**config.mk**
```make
export PLATFORM = sky130hd
export DESIGN_NAME = alu_shift_sequencer
export DESIGN_NICKNAME = d
export VERILOG_FILES = /design/src/rtl/alu_shift_sequencer.sv
export SDC_FILE = /design/constraint.sdc
export NUM_CORES = 1
export LEC_CHECK = 0
export CORE_UTILIZATION = 45
export DETAILED_ROUTE_END_ITERATION = 10
export PLACE_DENSITY = 0.77
export SYNTH_ARGS = -nofsm -noshare
export SYNTH_HDL_FRONTEND = slang
export SYNTH_SLANG_ARGS = --single-unit
export TNS_END_PERCENT = 20
```
**constraint.sdc**
```tcl
create_clock -name Clock -period 1.5 [get_ports Clock]
set_input_delay 0.15 -clock Clock [delete_from_list [all_inputs] [get_ports Clock]]
set_output_delay 0.15 -clock Clock [all_outputs]
set_load 0.02 [all_outputs]
```
**src/rtl/alu_shift_sequencer.sv**
```systemverilog
// Multi-cycle sequencer that drives the ALU's FunSel/WF pins to build N-bit shifts/rotates from single-bit steps.
// Optional feature: define FLAGS_LAST_ONLY_EN to limit flag writes of non-circular shifts to the final step.
module alu_shift_sequencer #(
    parameter int unsigned CNT_W = 5
) (
    input  logic             Clock,
    input  logic             Reset,
    input  logic             Start,
    input  logic [2:0]       Op,
    input  logic             Width,
    input  logic [CNT_W-1:0] Count,
    output logic [4:0]       FunSel,
    output logic             WF,
    output logic             AccLoad,
    output logic             AccSel,
    output logic             Busy,
    output logic             Done,
    output logic             Err
);

    localparam int unsigned OP_W = 3;

    typedef enum logic [1:0] {
        IDLE  = 2'd0,
        LOAD  = 2'd1,
        SHIFT = 2'd2,
        DONE  = 2'd3
    } state_t;

    state_t           state_q, state_d;
    logic [OP_W-1:0]  op_q, op_d;
    logic             width_q, width_d;
    logic [CNT_W-1:0] rem_q, rem_d;
    logic             illegal_q, illegal_d;

    logic [4:0] fun_sel_d;
    logic       wf_d, acc_load_d, acc_sel_d, busy_d, done_d, err_d;
    logic [3:0] shift_code;

    // Next state plus the outputs that belong to that next state, so every output leaves a flop.
    always_comb begin
        state_d    = state_q;
        op_d       = op_q;
        width_d    = width_q;
        rem_d      = rem_q;
        illegal_d  = illegal_q;
        fun_sel_d  = 5'b00000;
        wf_d       = 1'b0;
        acc_load_d = 1'b0;
        acc_sel_d  = 1'b0;
        busy_d     = 1'b0;
        done_d     = 1'b0;
        err_d      = 1'b0;
        shift_code = 4'b0000;

        case (state_q)
            IDLE: begin
                if (Start) begin
                    op_d      = Op;
                    width_d   = Width;
                    rem_d     = Count;
                    illegal_d = (Op > OP_W'(4));
                    state_d   = (Op > OP_W'(4)) ? DONE : LOAD;
                end
            end
            LOAD: begin
                state_d = (rem_q == '0) ? DONE : SHIFT;
            end
            SHIFT: begin
                if (rem_q >= CNT_W'(1)) begin
                    rem_d = rem_q - CNT_W'(1);
                end
                if (rem_q <= CNT_W'(1)) begin
                    state_d = DONE;
                end
            end
            DONE: begin
                state_d = IDLE;
            end
            default: begin
                state_d = IDLE;
            end
        endcase

        case (op_d)
            3'd0:    shift_code = 4'b1011;
            3'd1:    shift_code = 4'b1100;
            3'd2:    shift_code = 4'b1101;
            3'd3:    shift_code = 4'b1110;
            3'd4:    shift_code = 4'b1111;
            default: shift_code = 4'b0000;
        endcase

        case (state_d)
            LOAD: begin
                acc_load_d = 1'b1;
                fun_sel_d  = {width_d, 4'b0000};
                busy_d     = 1'b1;
            end
            SHIFT: begin
                acc_load_d = 1'b1;
                acc_sel_d  = 1'b1;
                fun_sel_d  = {width_d, shift_code};
                busy_d     = 1'b1;
`ifdef FLAGS_LAST_ONLY_EN
                // Rotates chain through C, so they must write flags on every step.
                wf_d = (op_d == OP_W'(3)) || (op_d == OP_W'(4)) || (rem_d == CNT_W'(1));
`else
                wf_d = 1'b1;
`endif
            end
            DONE: begin
                done_d = 1'b1;
                err_d  = illegal_d;
            end
            default: begin
            end
        endcase
    end

    always_ff @(posedge Clock or posedge Reset) begin
        if (Reset) begin
            state_q   <= IDLE;
            op_q      <= '0;
            width_q   <= 1'b0;
            rem_q     <= '0;
            illegal_q <= 1'b0;
            FunSel    <= 5'b00000;
            WF        <= 1'b0;
            AccLoad   <= 1'b0;
            AccSel    <= 1'b0;
            Busy      <= 1'b0;
            Done      <= 1'b0;
            Err       <= 1'b0;
        end else begin
            state_q   <= state_d;
            op_q      <= op_d;
            width_q   <= width_d;
            rem_q     <= rem_d;
            illegal_q <= illegal_d;
            FunSel    <= fun_sel_d;
            WF        <= wf_d;
            AccLoad   <= acc_load_d;
            AccSel    <= acc_sel_d;
            Busy      <= busy_d;
            Done      <= done_d;
            Err       <= err_d;
        end
    end

endmodule
```
==> results.yml, run 1 <==
status:
  outcome: "complete, but fails checks"
  failed_checks: "negative setup slack"
power_and_ir_drop:
  p_seq_share_pct: 25.2
  p_switching_uw: 1710
  p_comb_share_pct: 68.0
  p_leak_uw: 0.000726
  p_sw_share_pct: 43.1
  internal-power_uw: 2260
  ir_drop_v: 0.00147
  clockPowerShare_pct: 6.8
  p_per_area_nw_per_um2: 2360
synth:
  synth_top_area_share_pct: 47.6
  synth_nets: 121
  synth-seq-cells: 21
  yosys.cell_count.top_type: "dfrtp_1"
  ys_top_cells_by_area: "dfrtp_1, ha_1, inv_1, nor2_1, mux2_2"
  avgSynthCellArea_um2: 10.8
  synth_edf_count: 0
  ys_top_cells_by_count: "dfrtp_1, inv_1, nor2_1"
  async_reset_ff_share_pct: 100
  synth-seq-area-share_pct: 47.6
  synth_top_area_cell: "dfrtp_1"
  synthFlopType: "dfrtp_1"
  synth_cells: 102
  yosysUniqueCellTypes: 38
  syn_area_um2: 1100
  yosys_warnings: 0
worst_hold_path:
  hp-class: "in2async"
detailed_routing:
  viasPerCell: 5.35
  avgRoutedWirePerCell_um: 15.4
  drt.antenna.violating_nets: 0
  vias: 915
  drt_iter0_drc: 8
  drc: 0
  finalWirelength_um: 2640
  firstDrtPassIters: 4
cts:
  numClockSinks: 21
  clk_latency_ps: 300
  cts_buffers: 3
  clock-root-buffer: "clkbuf_4"
  cts_max_path_buffers: 2
  cts_hold_repair.buffers: 0
  htreeDepth: 1
  tritoncts: "yes"
  clkSlewWorstSetupHoldPaths_ps: 120
global_route:
  gr-usage-all-layers_pct: 21.1
  grt-ovfl-total: 0
  grt_pass1_vias: 980
  antenna_found_initial: 0
  grt_max_degree: 22
  grt_pass1_wl_um: 4080
layout:
  stdcell_count: 171
  antenna_cells: 0
  seq_area_um2: 526
  utilization_pct: 74.8
  multi_input_area_um2: 684
  fin_nets: 163
  drive_gt1_share_pct: 39.9
  area_delta_synth_final_pct: 52.7
  fill_cells: 160
timing:
  period_needed_ps: 1530
  period_share_pct: 102
  fmax_ghz: 0.652
  slew_headroom_pct: 78.5
  final-max-slew-violation-count: 0
  hold_viol: 0
  rsz0062_at_grt: "true"
  layout_setup_ws_ps: -34.6
  setup_tns_ps: -68.4
  whs_ps: 166
  finalClockSkew_ps: 2.82
  tightest_slew_ps: 322
  setup_viol: 4
floorplanning:
  io_pins: 23
  start_util_pct: 48.9
  die_h_um: 51.5
  die_area_um2: 2650
  die_x_um: 51.5
  core-area_um2: 2250
  row_count: 17
placed_design:
  dp_hpwl_um: 1730
  io_buffers: 22
  dp.cells: 163
  place_congestion: 0.742
setup_path:
  worstPathRequired_ps: 1700
  criticalPathCategory: "reg2reg"
  start_kind: "flop"
  cp_max_fo: 6
  critPathCaptureType: "flop"
  cp.arrival_ps: 1730
job:
  max-cap-violations: 0
[critical path, cell delays in order, from the launching register on]
cell and delay, ps:
dfrtp_1 410, inv_2 110, ha_4 180, nand2_4 110, mux2_4 350, a31oi_1 200, nor3_1 70
[power by group through the flow]
stage / logic (uW) / registers, uW / clock network, uW
floorplan: 1220 / 1080 / 0
global placement: 2010 / 968 / 0
detailed placement: 2080 / 976 / 0
CTS: 2430 / 979 / 278
global route: 2890 / 1020 / 301
finish: 2700 / 1000 / 271
[flip-flops by register name, summed over array words and instances, names as in the netlist]
register	cells
illegal_q	1
width_q	1
Busy	1
op_q	3
FunSel	5
state_q	2
AccSel	1
rem_q	5
Done	1
Err	1
[metal layers]
metal / vias up / wire (um) / global-route usage [%]
li1: 450 / - / -
met1: 438 / 1080 / 23.2
met2: 23 / 1420 / 41.1
met3: 4 / 98 / 3.22
met4: 0 / 37 / 5.86
met5: - / 0 / 0
[final timing paths]
check                           start        end  slack [ps]  cells past startpoint
setup / recovery           state_q[1]  FunSel[1]         -30                      6
hold / removal                  Reset       Busy         170                      3
setup reg to reg           state_q[1]  FunSel[1]         -30                      6
hold reg to reg             illegal_q  illegal_q         520                      2
max in group asynchronous       Reset   rem_q[1]        1120                      3
min in group Clock           Count[0]   rem_q[0]         490                      3
[layout by cell type, fill, tap and decap left out, types with 2 or more instances in the layout]
cell              n
a21oi_2           2
a31oi_1           3
buf_4            18
clkbuf_4          3
clkdlybuf4s50_1  22
dfrtp_1          21
ha_1              3
ha_4              3
inv_1             7
inv_2             3
mux2_2            2
mux2i_1           2
nand2_1           5
nor2_1            7
nor2b_1           2
nor3_1            2
nor4_2            2
o21ai_0           2
o21ai_2           2
o31ai_4           2
[cell families (layout without fill, tap and decap cells)]
logic type      Yosys count  in the layout  synth area share [%]
simple gates             26             26                  13.0
compound gates           25             26                  17.6
flops                    21             21                  47.6
buf+inv                  15             55                  6.01
fa+ha+maj                 7              7                  7.94
mux                       7              7                  7.03
xor+xnor                  1              1                 0.794
[metrics by stage]
stage,total power [uW],setup WS [ps],instance area (um^2)
after CTS,3690,-16.9,1620
final,3970,-34.6,1690
after global placement,2980,-161,1470
after floorplan,2300,-16.4,1110
after detailed placement,3060,-214,1470
after global routing,4210,-90.6,1690
[cell type report]
class                      count  share of cell area [%]
clock buffer                   3                    1.34
clock inverter                 1                   0.297
inverter                      10                    2.23
multi-input combinational     67                    40.6
sequential                    21                    31.2
tap                           28                    2.08
timing repair buffer          41                    22.3
[repair_timing]
action	in CTS	in global routing
setup endpoints to repair	13	13
hold endpoints to repair	0	0
gates resized for setup	20	14
gates cloned	1	0
pin swaps	3	5
buffers inserted	2	2
(Power assumes the default switching activity.)
==> run 2: changes to the inputs <==
--- a/config.mk
+++ b/config.mk
@@ -5,9 +5,9 @@
 export SDC_FILE = /design/constraint.sdc
 export NUM_CORES = 1
 export LEC_CHECK = 0
-export CORE_UTILIZATION = 45
+export CORE_UTILIZATION = 53
 export DETAILED_ROUTE_END_ITERATION = 10
-export PLACE_DENSITY = 0.77
+export PLACE_DENSITY = 0.84
 export SYNTH_ARGS = -nofsm -noshare
 export SYNTH_HDL_FRONTEND = slang
 export SYNTH_SLANG_ARGS = --single-unit
==> constraint.sdc (replaced) <==
create_clock -name Clock -period 2 [get_ports Clock]
set_input_delay 0.2 -clock Clock [delete_from_list [all_inputs] [get_ports Clock]]
set_output_delay 0.2 -clock Clock [all_outputs]
set_load 0.1 [all_outputs]
==> run 2 against run 1 <==
Net effect: the run now ends clean; highest routed layer unchanged; critical path depth did not move; sequential share of layout area is 7.9 points higher; non-clock buffer count fell by 17; count of clock-buffer cells in the layout is the same.
==> results.yml, run 2 (same netlist as run 1, synthesis figures left out) <==
floorplanning:
  io_pins: 23
  die_area_um2: 2270
  start_util_pct: 56.2
  die_x_um: 47.6
  core-area_um2: 1960
  row_count: 16
  die_h_um: 47.6
placed_design:
  place_ws_ps: 231
  place_congestion: 0.764
  placed_area_um2: 1320
  io_buffers: 22
  dp_hpwl_um: 1500
cts:
  numClockSinks: 21
  clkSlewWorstSetupHoldPaths_ps: 120
  clk_latency_ps: 310
  cts_setup_buffers: 0
  cts_max_path_buffers: 2
  cts_buffers: 3
  tritoncts: "yes"
  htreeDepth: 1
  clock-root-buffer: "clkbuf_4"
  cts_resized: 0
  cts_hold_repair.buffers: 0
setup_path:
  worstPathRequired_ps: 2180
  cp_max_fo: 7
  critPathCaptureType: "flop"
  start_kind: "flop"
  slowest_stage: "dfrtp_1"
  max_stage_delay_ps: 430
  cp.arrival_ps: 1950
  cp_cell_sequence: "inv_1, ha_1, nand2_2, mux2_2, a31oi_1, nor3_1"
  criticalPathCategory: "reg2reg"
timing:
  layout_setup_ws_ps: 231
  period_needed_ps: 1770
  final-max-slew-violation-count: 0
  hold_viol: 0
  rsz0062_at_grt: "false"
  period_share_pct: 88.4
  setup_viol: 0
  tightest_slew_ps: 481
  slew_headroom_pct: 67.7
  finalClockSkew_ps: 8.27
  setup_tns_ps: 0
  fmax_ghz: 0.565
detailed_routing:
  drt_iter0_drc: 8
  drc: 0
  viasPerCell: 5.32
  finalWirelength_um: 2030
  firstDrtPassIters: 4
  drt.antenna.violating_nets: 0
  avgRoutedWirePerCell_um: 13.4
  vias: 808
worst_hold_path:
  hp-class: "in2async"
global_route:
  grt-ovfl-total: 0
  gr-usage-all-layers_pct: 20.7
  grt_pass1_vias: 731
  antenna_found_initial: 0
  grt_max_degree: 22
  grt_pass1_wl_um: 3070
layout:
  fin_nets: 145
  final_cell_area_um2: 1340
  area_delta_synth_final_pct: 21.8
  layout_commonest_cell: "dfrtp_1"
  drive_gt1_share_pct: 24.8
  reg_top3: "FunSel x5, rem_q x5, op_q x3"
  most-common-layout-cells: "dfrtp_1, buf_4, clkdlybuf4s50_1"
  antenna_cells: 0
job:
  max-cap-violations: 0
status:
  outcome: "finished, final reports clean"
-- run 2: cell count changes in the layout (fill, tap and decap cells not counted), moves of 2 or more --
cell,previous run,this run
ha_4,3,0
clkdlybuf4s50_1,22,11
ha_1,3,7
o21ai_0,2,5
a21oi_1,1,3
o21ai_2,2,0
nor2_1,7,9
o31ai_4,2,0
a21oi_2,2,0
inv_2,3,1
inv_1,7,9
buf_4,18,13
-- run 2: worst max-delay path, delay by kind of cell, from the launching register on --
family	cells	cell delay, ps
AO/OA/AOI/OAI	1	200
AND/OR/NAND/NOR	2	260
adder cells (fa/ha/maj)	1	260
multiplexers	1	400
buffers and inverters	1	100
flip-flops	1	430
-- run 2: area by class of cell --
| cell class | instances | area, um^2 |
|---|---|---|
| repair buffers | 24 | 208 |
| clock buffers | 3 | 22.5 |
| fillers | 160 | 618 |
| clock inverters | 1 | 5.00 |
| multi-input cells | 66 | 512 |
| inverters | 10 | 37.5 |
| flip-flops and latches | 21 | 526 |
| well taps | 27 | 33.8 |
-- run 2: worst paths after layout --
check	from	to	slack [ps]	cells after the start
worst min-delay path	Reset	FunSel[0]	200	3
worst max register to register	state_q[0]	FunSel[1]	230	6
min in group Clock	Count[0]	rem_q[0]	490	3
max in group asynchronous	Reset	width_q	1580	3
worst min register to register	op_q[2]	op_q[2]	530	2
worst max-delay path	state_q[0]	FunSel[1]	230	6
-- run 2: per-layer routing --
metal	vias up	part of all wire, %	track usage, %	routed length (um)
li1	402	-	-	-
met1	372	46	24.7	932
met2	26	47	33.7	953
met3	8	3.4	2.26	69
met4	0	3.7	16.7	76
met5	-	0	0	0
-- run 2: per-stage QoR --
step                      instances  hold WS [ps]  utilization, %
after global placement          148           469            67.1
after detailed placement        148           498            67.1
final                           152           204            68.5
after global routing            152           254            68.5
after CTS                       152           208            68.5
after floorplan                 102           177               -
Power of run 2 is not shown: default switching activity piles up to over one toggle a cycle in this logic, so the estimate is an artifact.
==> run 3: changes to the inputs <==
--- a/config.mk
+++ b/config.mk
@@ -7,6 +7,7 @@
 export LEC_CHECK = 0
 export CORE_UTILIZATION = 53
 export DETAILED_ROUTE_END_ITERATION = 10
+export MAX_ROUTING_LAYER = met4
 export PLACE_DENSITY = 0.84
 export SYNTH_ARGS = -nofsm -noshare
 export SYNTH_HDL_FRONTEND = slang
==> results of run 3 <==
The final DEF is identical to that of run 2; final timing and power are the same.
Main changes from that run: final weighted congestion in routability-driven placement 0.764 -> 0.774; overall routing resource usage 20.7% -> 21.4%
Power of run 3 is left out for the same reason.
